File: src/rtl/traffic_light_sequencer.sv
// Traffic light sequencer: timed ALL_RED/GREEN/YELLOW/RED cycle driven by an external tick,
// with pedestrian-shortened green, a walk indication during red, and a maintenance flash mode.
module traffic_light_sequencer #(
    parameter int unsigned TICKS_ALL_RED   = 2,
    parameter int unsigned TICKS_GREEN     = 20,
    parameter int unsigned TICKS_GREEN_MIN = 5,
    parameter int unsigned TICKS_YELLOW    = 4,
    parameter int unsigned TICKS_RED       = 20
) (
    input  logic       clk,
    input  logic       reset,
    input  logic       tick,
    input  logic       ped_request,
    input  logic       flash_mode,
    output logic       red_signal,
    output logic       yellow_signal,
    output logic       green_signal,
    output logic       ped_walk,
    output logic [2:0] state_out,
    output logic [7:0] ticks_left
);

    typedef enum logic [2:0] {
        ST_ALL_RED = 3'd0,
        ST_GREEN   = 3'd1,
        ST_YELLOW  = 3'd2,
        ST_RED     = 3'd3,
        ST_FLASH   = 3'd4
    } state_e;

    localparam logic [7:0] T_ALL_RED  = 8'(TICKS_ALL_RED);
    localparam logic [7:0] T_GREEN    = 8'(TICKS_GREEN);
    localparam logic [7:0] T_YELLOW   = 8'(TICKS_YELLOW);
    localparam logic [7:0] T_RED      = 8'(TICKS_RED);
    // A pending pedestrian may end green once at least TICKS_GREEN_MIN ticks have elapsed.
    localparam logic [7:0] PED_CUTOFF = 8'(TICKS_GREEN - TICKS_GREEN_MIN + 1);

    state_e     state_q, state_d;
    logic [7:0] ticks_q, ticks_d;
    logic       ped_pending_q, pending_d;
    logic       ped_walk_q, walk_d;
    logic       blink_q, blink_d;
    logic       red_q, red_d;
    logic       yellow_q, yellow_d;
    logic       green_q, green_d;

    logic       expire_s;
    logic       req_seen_s;
    logic [7:0] count_s;

    assign expire_s   = tick & (ticks_q <= 8'd1);
    assign req_seen_s = ped_pending_q | ped_request;
    assign count_s    = tick ? (ticks_q - 8'd1) : ticks_q;

    // Next-state, timer, pedestrian and blink logic plus lamp decode of the next state.
    always_comb begin
        state_d   = state_q;
        ticks_d   = ticks_q;
        pending_d = ped_pending_q;
        walk_d    = ped_walk_q;
        blink_d   = blink_q;
        if (flash_mode) begin
            state_d   = ST_FLASH;
            ticks_d   = 8'd0;
            pending_d = 1'b0;
            walk_d    = 1'b0;
            if (state_q != ST_FLASH) begin
                blink_d = 1'b1;
            end else if (tick) begin
                blink_d = ~blink_q;
            end else begin
                blink_d = blink_q;
            end
        end else begin
            case (state_q)
                ST_ALL_RED: begin
                    pending_d = req_seen_s;
                    if (expire_s) begin
                        state_d = ST_GREEN;
                        ticks_d = T_GREEN;
                    end else begin
                        ticks_d = count_s;
                    end
                end
                ST_GREEN: begin
                    pending_d = req_seen_s;
                    if (expire_s || (tick && ped_pending_q && (ticks_q <= PED_CUTOFF))) begin
                        state_d = ST_YELLOW;
                        ticks_d = T_YELLOW;
                    end else begin
                        ticks_d = count_s;
                    end
                end
                ST_YELLOW: begin
                    if (expire_s) begin
                        state_d   = ST_RED;
                        ticks_d   = T_RED;
                        walk_d    = req_seen_s;
                        pending_d = 1'b0;
                    end else begin
                        ticks_d   = count_s;
                        pending_d = req_seen_s;
                    end
                end
                ST_RED: begin
                    pending_d = req_seen_s;
                    if (expire_s) begin
                        state_d = ST_GREEN;
                        ticks_d = T_GREEN;
                        walk_d  = 1'b0;
                    end else begin
                        ticks_d = count_s;
                    end
                end
                ST_FLASH: begin
                    state_d   = ST_ALL_RED;
                    ticks_d   = T_ALL_RED;
                    pending_d = 1'b0;
                    walk_d    = 1'b0;
                    blink_d   = 1'b0;
                end
                default: begin
                    state_d   = ST_ALL_RED;
                    ticks_d   = T_ALL_RED;
                    pending_d = req_seen_s;
                    walk_d    = 1'b0;
                    blink_d   = 1'b0;
                end
            endcase
        end

        red_d    = 1'b0;
        yellow_d = 1'b0;
        green_d  = 1'b0;
        case (state_d)
            ST_ALL_RED: red_d    = 1'b1;
            ST_RED:     red_d    = 1'b1;
            ST_GREEN:   green_d  = 1'b1;
            ST_YELLOW:  yellow_d = 1'b1;
            ST_FLASH:   yellow_d = blink_d;
            default:    red_d    = 1'b1;
        endcase
    end

    // State, timer and registered outputs, with synchronous reset taking priority.
    always_ff @(posedge clk) begin
        if (reset) begin
            state_q       <= ST_ALL_RED;
            ticks_q       <= T_ALL_RED;
            ped_pending_q <= 1'b0;
            ped_walk_q    <= 1'b0;
            blink_q       <= 1'b0;
            red_q         <= 1'b1;
            yellow_q      <= 1'b0;
            green_q       <= 1'b0;
        end else begin
            state_q       <= state_d;
            ticks_q       <= ticks_d;
            ped_pending_q <= pending_d;
            ped_walk_q    <= walk_d;
            blink_q       <= blink_d;
            red_q         <= red_d;
            yellow_q      <= yellow_d;
            green_q       <= green_d;
        end
    end

    assign red_signal    = red_q;
    assign yellow_signal = yellow_q;
    assign green_signal  = green_q;
    assign ped_walk      = ped_walk_q;
    assign state_out     = state_q;
    assign ticks_left    = ticks_q;

endmodule

File: config.mk
export PLATFORM = sky130hd
export DESIGN_NAME = traffic_light_sequencer
export DESIGN_NICKNAME = d
export VERILOG_FILES = /design/src/rtl/traffic_light_sequencer.sv
export SDC_FILE = /design/constraint.sdc
export NUM_CORES = 1
export LEC_CHECK = 0
export CAP_MARGIN = 20
export CORE_ASPECT_RATIO = 0.7
export CORE_MARGIN = 1.5
export CORE_UTILIZATION = 40
export CTS_CLUSTER_SIZE = 24
export DETAILED_ROUTE_END_ITERATION = 12
export DONT_BUFFER_PORTS = 1
export GPL_ROUTABILITY_DRIVEN = 0
export GPL_TIMING_DRIVEN = 0
export MAX_ROUTING_LAYER = met4
export PLACE_DENSITY_LB_ADDON = 0.3
export SYNTH_ARGS = -nofsm -noshare
export SYNTH_HDL_FRONTEND = slang
export SYNTH_SLANG_ARGS = --single-unit
File: constraint.sdc
create_clock -name clk -period 2.2 [get_ports clk]
set_input_delay 0.22 -clock clk [delete_from_list [all_inputs] [get_ports clk]]
set_output_delay 0.22 -clock clk [all_outputs]
set_load 0.01 [all_outputs]
=== Word level (Yosys, flattened, before mapping) ===
Cells that the tools add are included.

* $mul: 0
* Divide/modulo/power cells: 0
* Reductions and logical operators: 11
* Magnitude comparators: 2
* Mux-type cells: 22
* Add/sub/neg operators: 1
* Bitwise gates (word level): 4
* Equality and inequality tests: 10
* Shift operators: 0

{| class="wikitable"
|+ Operators by type and width
! operator !! number
|-
| 8-bit 2-to-1 mux || 3
|-
| 8-bit case mux with 2 select lines || 1
|-
| 3-bit 2-to-1 mux || 4
|-
| 3-bit by 2-bit == test with 1-bit output, second input constant || 3
|-
| 1-bit 2-to-1 mux || 9
|-
| 3-bit case mux with 3 select lines || 1
|-
| 8-bit by 1-bit <= comparator with 1-bit output, second input constant || 1
|-
| 8-bit by 5-bit <= comparator with 1-bit output, second input constant || 1
|-
| 8-bit by 1-bit subtractor with 8-bit output, second input constant || 1
|-
| 3-bit by 1-bit == test with 1-bit output, second input constant || 2
|-
| 3-bit == test, second input constant || 2
|-
| 2-bit OR reduction || 3
|-
| 3-bit OR reduction || 2
|-
| 2-bit != test, second input constant || 2
|-
| 1-bit case mux with 2 select lines || 2
|-
| 4-bit OR reduction || 1
|-
| 3-bit logical NOT || 1
|-
| 3-bit != test, second input constant || 1
|-
| 1-bit case mux with 3 select lines || 1
|-
| 3-bit AND reduction || 1
|-
| 1-bit logical AND || 2
|-
| 2-bit 2-to-1 mux || 1
|-
| 1-bit NOT || 2
|-
| 1-bit AND || 1
|-
| other kinds (2) || 2
|}

* Latch bits: 0
* Bits in registers: 17
* ROM bits: 0
* Input port bits: 5
* Output and inout port bits: 15
* Logic and storage cells: 59
* RAM bits: 0
* Memories: 0

=== Depth between registers and ports, before layout ===
Gate-level depths: netlist of run 1.

* Depth after elaboration: 9
* Gate-level depth with buffers: 6
* Depth with buffers taken out: 6

=== Worst setup path before layout of run 1 ===
Ideal clock, no wire load.

* Path kind: register to register
* From: register ticks_q[0] (netlist: ticks_left[0])
* To: register ticks_q[2] (netlist: ticks_left[2])
* Setup slack: 0.477 ns
* Clock period less this slack: 1.723 ns
* Stages on the path, launching flop included: 7
* Path buffers: 0
* Setup time: 0.115 ns
* Arrival time: 1.608 ns
* Required time: 2.085 ns
* Path through: dfxtp_1 > inv_1 > ha_1 > nor2_1 > nor2_1 > o21a_1 > o21a_1

* Cells in the longest elaborated chain, start to end: 5
* Elaborated cells between the ends (all ways): 10
* Classes of those cells: 1 x add/sub; 2 x order compare; 4 x mux; 1 x bitwise; 2 x reduce/logical

{| class="wikitable"
|+ Ends and longest elaborated chain
! item !! RTL line !! source
|-
| start: declaration || 39 || <nowiki>logic [7:0] ticks_q, ticks_d;</nowiki>
|-
| start signal: assignment || 158 || <nowiki>ticks_q <= ticks_d;</nowiki>
|-
| 8-bit by 1-bit <= comparator with 1-bit output or 8-bit by 5-bit <= comparator with 1-bit output (tied branches) || 51, 87 ||
|-
| 1-bit AND or 1-bit logical AND (tied branches) || 51, 87 ||
|-
| 1-bit logical OR || 87 || <nowiki>if (expire_s || (tick && ped_pending_q && (ticks_q <= PED_CUTOFF))) begin</nowiki>
|-
| 8-bit 2-to-1 mux || 87 ||
|-
| 8-bit case mux with 2 select lines * || 75 || <nowiki>case (state_q)</nowiki>
|}

Every way passes the cells marked *; elsewhere a longest branch is shown, timed or not.
A chain may end at the register's enable or synchronous reset.

=== Worst setup path after layout of run 1 ===
* From: register ticks_q[0] (netlist: ticks_left[0])
* To: register ped_pending_q

* Cells in the longest elaborated chain, start to end: 4

{| class="wikitable"
|+ Ends and longest elaborated chain
! item !! RTL line !! source
|-
| 8-bit by 1-bit <= comparator with 1-bit output || 51 || <nowiki>assign expire_s = tick & (ticks_q <= 8'd1);</nowiki>
|-
| 1-bit AND || 51 ||
|-
| 1-bit 2-to-1 mux || 95 || <nowiki>if (expire_s) begin</nowiki>
|-
| 1-bit case mux with 2 select lines || 75 ||
|-
| end signal: assignment || 159 || <nowiki>ped_pending_q <= pending_d;</nowiki>
|-
| end: declaration || 40 || <nowiki>logic ped_pending_q, pending_d;</nowiki>
|}

No other way between the ends.

==> results by group, run 1 <==
Outcome
  – Status: finished, final reports clean

Worst setup path
  – Cell Chain, Critical Path: inv_1 > ha_1 > or2_2 > nand3_1 > o21ai_0 > a2111oi_0
  – CP max FO: 5
  – Critical path data required time: 2.38 ns
  – Startpoint Class: flip-flop
  – Critical path class: reg2reg
  – Crit path max-delay family: compound AO/OA/AOI/OAI gates
  – CP Capture Type: flip-flop
  – CP max stage cell: dfxtp_1
  – Critical path arrival: 2.16 ns
  – Crit path buf inv count: 1
  – R2R Setup Slk: 0.22 ns
  – Largest stage delay on the critical path: 0.49 ns

Synth
  – Post-synth EDFFs: 0
  – Mean Syn Cell Area: 9.32 um2
  – Seq/Total Area, Yosys: 35.1%
  – Yosys warnings: 0
  – Synth unique cells: 39
  – Ys async rst share: 0%
  – Synthesized net count: 112
  – Count leader, synth: dfxtp_1
  – Post-synth top area share: 35.1%
  – Synth Flop Type: dfxtp_1
  – Post-Syn Instances: 104
  – Number of synthesized register bits: 17
  – Mapped Area: 970 um2
  – Synth cell count leaders: dfxtp_1 (17), nor3_1 (10), a21oi_1 (6), nand2_1 (6), nor2_1 (6)
  – Yosys top cell by area: dfxtp_1
  – Synth top area cells: dfxtp_1 (35%), nor3_1 (5.2%), xnor2_1 (4.5%)

Clock network
  – CTS clock-pin slew for the worst setup and hold paths: 0.10 ns
  – CTS buffer count: 3
  – Clock Latency Late Sink: 0.30 ns
  – CTS sink count: 17
  – CTS HTree Levels: 1
  – Clock root buffer master: clkbuf_4
  – CTS tree: yes
  – Clock Path Buffers: 2

Floorplan
  – Die Area: 2730 um2
  – Initial core utilization: 43.6%
  – # IOs: 20
  – DIE HEIGHT: 44.2 um
  – Num rows: 14
  – Die X: 61.9 um
  – Area of the core: 2220 um2

Power and ir drop
  – Worst vdd ir: 0.330 mV
  – Leakage power: 0.395 nW
  – Power Density: 615 nW/um2

GRT
  – GR Util met3: 6.43%
  – Grt met2 use: 25.3%
  – Initial antenna violation count: 0
  – Vias in the first global route: 748
  – First-pass GRT wire length: 3620 um
  – Largest net degree at the start of global routing: 11
  – Busiest grt layer: met1
  – Met1 Usage GRT: 26.9%
  – Gr usage total: 19.0%
  – Grt ovf: 0

Run
  – Max_cap viols: 0

Timing
  – Highest Clock Rate: 506 MHz
  – Fin crit share: 89.8%
  – RSZ-0062 raised after global routing: false
  – Max-slew violations: 0
  – Setup Skew: 0.00488 ns
  – Worst Slack Setup Final: 0.224 ns
  – Fin crit period: 1.98 ns
  – Worst slew pin tran: 0.793 ns
  – TNS Setup: 0 ns
  – Rel. slew slack: 46.7%
  – Final Hold Vio Count: 0
  – Setup violators final: 0

Routing
  – Via count: 794
  – WL/cell: 14.6 um
  – First-pass detailed-route iteration total: 4
  – Initial DRC Count: 19
  – DRC: 0
  – Routed Antenna Nets: 0
  – Vias per cell: 5.59
  – Final wirelength: 2070 um

Worst hold path
  – HP Class: in2reg

Placement
  – Placed insts: 136
  – Post-DP HPWL: 1550 um
  – # port buffers: 0
  – Place WS: 0.234 ns

Final layout
  – Diode count: 0
  – Nets: 119
  – P&R area growth vs syn: 9.03%
  – Final instance count without filler cells: 142
  – Final Util: 47.5%
  – Fill cells: 239
  – Layout cells sized above 1: 16.4%
==> where the power goes <==
group	internal, W	switching [W]
Combinational	0.0000569	0.0000728
Sequential	0.000321	0.0000219
Clock	0.0000680	0.000109
Total	0.000446	0.000203
==> state kept, by name (all words and copies together) (netlist names) <==
register,cells
ticks_left,8
state_out,3
blink_q,1
green_signal,1
ped_pending_q,1
ped_walk,1
red_signal,1
yellow_signal,1
==> final timing paths <==
check                      from            end  cells past startpoint
setup reg to reg  ticks_left[0]  ped_pending_q                      6
hold reg to reg         blink_q        blink_q                      2
setup / recovery  ticks_left[0]  ped_pending_q                      6
hold / removal            reset  ticks_left[1]                      2
==> kinds of logic after synthesis <==
logic type                 count (synthesis)  share of synthesized area, %
buffers and inverters                      8                          4.39
AOI/OAI and AO/OA                         25                          19.6
adders and majority gates                  3                          3.87
DFF                                       17                          35.1
and+or+nand+nor                           43                          29.8
xor gates and xnor gates                   8                          7.23
==> layout by cell type, fill, tap and decap left out, drive strengths merged, types with 2 or more instances in the layout <==
cell type / count
dfxtp: 17
nor3: 10
nor2: 7
a21oi: 6
nand2: 6
xnor2: 5
inv: 4
or3: 4
o21ai: 4
clkbuf: 4
buf: 3
o21a: 3
xor2: 3
a31oi: 3
ha: 3
or2b: 2
nand3: 2
o31ai: 2
nand2b: 2
dlygate4sd3: 2
nor4b: 2
==> cell type report <==
type | instances | area (um2) | share of cell area (%)
buffer | 4 | 27.5 | 2.60
clock buffer | 3 | 22.5 | 2.13
clock inverter | 1 | 5.00 | 0.473
inverter | 4 | 15.0 | 1.42
multi-input combinational | 79 | 587 | 55.5
sequential | 17 | 340 | 32.2
tap | 32 | 40.0 | 3.79
timing repair buffer | 2 | 20.0 | 1.89
==> through the flow <==
| stage | area (um2) | hold WS [ns] | power [W] |
|---|---|---|---|
| 2_1_floorplan | 970 | 0.303 | 0.000452 |
| 3_3_place_gp | 1010 | 0.305 | 0.000474 |
| 3_5_place_dp | 1010 | 0.318 | 0.000476 |
| 4_1_cts | 1060 | 0.000974 | 0.000658 |
| 5_1_grt | 1060 | 0.00699 | 0.000687 |
| 6_report | 1060 | 0.00922 | 0.000650 |
==> per-layer routing <==
| metal | share of wire [%] | vias up |
|---|---|---|
| met1 | 50 | 369 |
| met5 | 0 | - |
| li1 | - | 395 |
| met4 | 0.68 | 0 |
| met3 | 6.9 | 3 |
| met2 | 43 | 27 |
==> timing repair <==
action | CTS | global route
resized for setup | 0 | 0
hold endpoints to repair | 3 | 0
hold buffers | 2 | 0
setup buffers | 0 | 0
Note: power is estimated with default switching activity, not from simulation.
==> run 2: changes to the inputs <==
==> constraint.sdc (replaced) <==
create_clock -name clk -period 2.2 [get_ports clk]
set_input_delay 0.22 -clock clk [delete_from_list [all_inputs] [get_ports clk]]
set_output_delay 0.22 -clock clk [all_outputs]
set_load 0.05 [all_outputs]
==> run 2 against run 1 <==
Largest power group unchanged. Via count stayed put. Critical path depth unchanged. Worst setup slack better by 0.018 ns. First-iteration DRC count rose by 11%. Global-route usage unchanged. Wire length up 1.1%. Die area did not move. Register-to-register slack gained 0.02 ns. Hold slack gained 0.0013 ns. Sequential power increased by 9.9%. Clock power about the same. Total power increased by 5.1%.
==> results by group, run 2 (synthesis results as in run 1) <==
Routing
  – First-pass detailed-route iteration total: 4
  – Routed Antenna Nets: 0
  – Via count: 794
  – Final wirelength: 2090 um
  – WL/cell: 14.7 um
  – Vias per cell: 5.59
  – Initial DRC Count: 21
  – DRC: 0

Final layout
  – Layout cells sized above 1: 18.2%
  – Most common cell after layout, fill and taps aside: dfxtp_1
  – Nets: 119
  – Max reg flops: 8
  – P&R area growth vs syn: 9.81%
  – Fill cells: 237
  – Diode count: 0
  – Leading cell types in the layout, fill and taps excluded: dfxtp_1 (15), nor3_1 (10), nor2_1 (6), a21oi_1 (6), nand2_1 (6)
  – Final Util: 47.9%

Floorplan
  – Num rows: 14
  – Initial core utilization: 43.6%
  – Area of the core: 2220 um2
  – DIE HEIGHT: 44.2 um
  – Die Area: 2730 um2
  – Die X: 61.9 um
  – # IOs: 20

Clock network
  – Clock root buffer master: clkbuf_4
  – Clock Latency Late Sink: 0.30 ns
  – CTS clock-pin slew for the worst setup and hold paths: 0.10 ns
  – Clock Path Buffers: 2
  – Post-CTS Setup Inserts: 0
  – CTS buffer count: 3
  – CTS HTree Levels: 1
  – CTS tree: yes
  – CTS sink count: 17

Timing
  – Highest Clock Rate: 511 MHz
  – Setup violators final: 0
  – Fin crit period: 1.96 ns
  – Max-slew violations: 0
  – Rel. slew slack: 47.4%
  – Final Hold Vio Count: 0
  – Fin crit share: 89.0%
  – Worst slew pin tran: 0.783 ns
  – RSZ-0062 raised after global routing: false
  – Setup Skew: 0.00441 ns

GRT
  – Largest net degree at the start of global routing: 11
  – Initial antenna violation count: 0
  – GR Util met3: 6.43%
  – Vias in the first global route: 748
  – Grt met2 use: 25.3%
  – Met1 Usage GRT: 26.9%
  – Grt ovf: 0
  – Busiest grt layer: met1
  – First-pass GRT wire length: 3620 um
  – Gr usage total: 19.0%

Power and ir drop
  – Worst vdd ir: 0.352 mV
  – Power Density: 641 nW/um2
  – Leakage power: 0.396 nW
  – Final Power: 0.000683 W

Worst setup path
  – Crit path launch: ticks_left[0]
  – Crit path max-delay family: compound AO/OA/AOI/OAI gates
  – Crit path buf inv count: 1
  – Worst Reg2Reg Path Length in Cells: 6
  – RR Startpoint: ticks_left[0]
  – Critical path data required time: 2.38 ns
  – R2r endpoint: ped_pending_q
  – Largest stage delay on the critical path: 0.48 ns
  – CP max FO: 5
  – Startpoint Class: flip-flop
  – Critical Path Sink: ped_pending_q
  – Critical path arrival: 2.14 ns
  – CP Capture Type: flip-flop
  – Levels on crit path: 6
  – CP max stage cell: dfxtp_4
  – R2R Setup Slk: 0.24 ns
  – Cell Chain, Critical Path: inv_1 > ha_1 > or2_2 > nand3_1 > o21ai_0 > a2111oi_0
  – Critical path class: reg2reg

Placement
  – # port buffers: 0
  – Post-DP HPWL: 1550 um

Outcome
  – Status: finished, final reports clean

Worst hold path
  – HP Class: in2reg
  – HP Start: reset

Run
  – Max_cap viols: 0
run 2: cell counts in the layout (fill, tap and decap cells not counted):
No cell type changed its count.
run 2: worst min path at each step:
stage                     to  slack, ns  cells after the start
2_1_floorplan  ped_pending_q       0.30                      1
3_3_place_gp   ped_pending_q       0.31                      1
3_5_place_dp   ped_pending_q       0.32                      1
4_1_cts        ticks_left[1]     0.0009                      2
5_1_grt        ticks_left[1]      0.007                      2
6_report       ticks_left[1]       0.01                      2
run 2: where the power goes:
group          internal (W)  leakage, nW  switching (W)
combinational     0.0000569        0.238      0.0000730
sequential         0.000321        0.140      0.0000559
clock             0.0000679       0.0177       0.000108
total              0.000446        0.396       0.000237
run 2: final cells by class:
cell class	count	area (um2)	area share (%)
repair buffers	2	20.0	1.88
plain buffers	4	27.5	2.59
clock buffers	3	22.5	2.12
multi-input cells	79	587	55.1
well taps	32	40.0	3.76
clock inverters	1	5.00	0.470
flip-flops and latches	17	348	32.7
inverters	4	15.0	1.41
run 2: metrics by stage:
stage	hold WS (ns)	instance area (um2)	setup slack, ns	TNS (ns)	cells
final	0.0105	1060	0.241	0	142
after global routing	0.00681	1060	0.0718	0	142
after CTS	0.000895	1060	0.125	0	142
after detailed placement	0.318	1010	-0.0955	-0.326	136
after global placement	0.305	1010	-0.00715	-0.0106	136
after floorplan	0.303	970	0.160	0	104
run 2: timing repair:
action,4_1_cts,5_1_grt
setup endpoints to repair,10,1
hold buffers,2,0
hold endpoints to repair,3,0
resized for setup,2,2
run 2: worst reg2reg max path, delay by kind of cell (launching register included):
kind / cells / cell delay, ns
buf+inv: 1 / 0.10
fa+ha+maj: 1 / 0.24
simple gates: 2 / 0.49
flops: 1 / 0.48
compound gates: 2 / 0.52
run 2: metal layers:
metal	share of wire [%]	wire length [um]
met4	0.67	14
met5	0	0
met1	48	1000
met3	8.1	169
met2	43	907
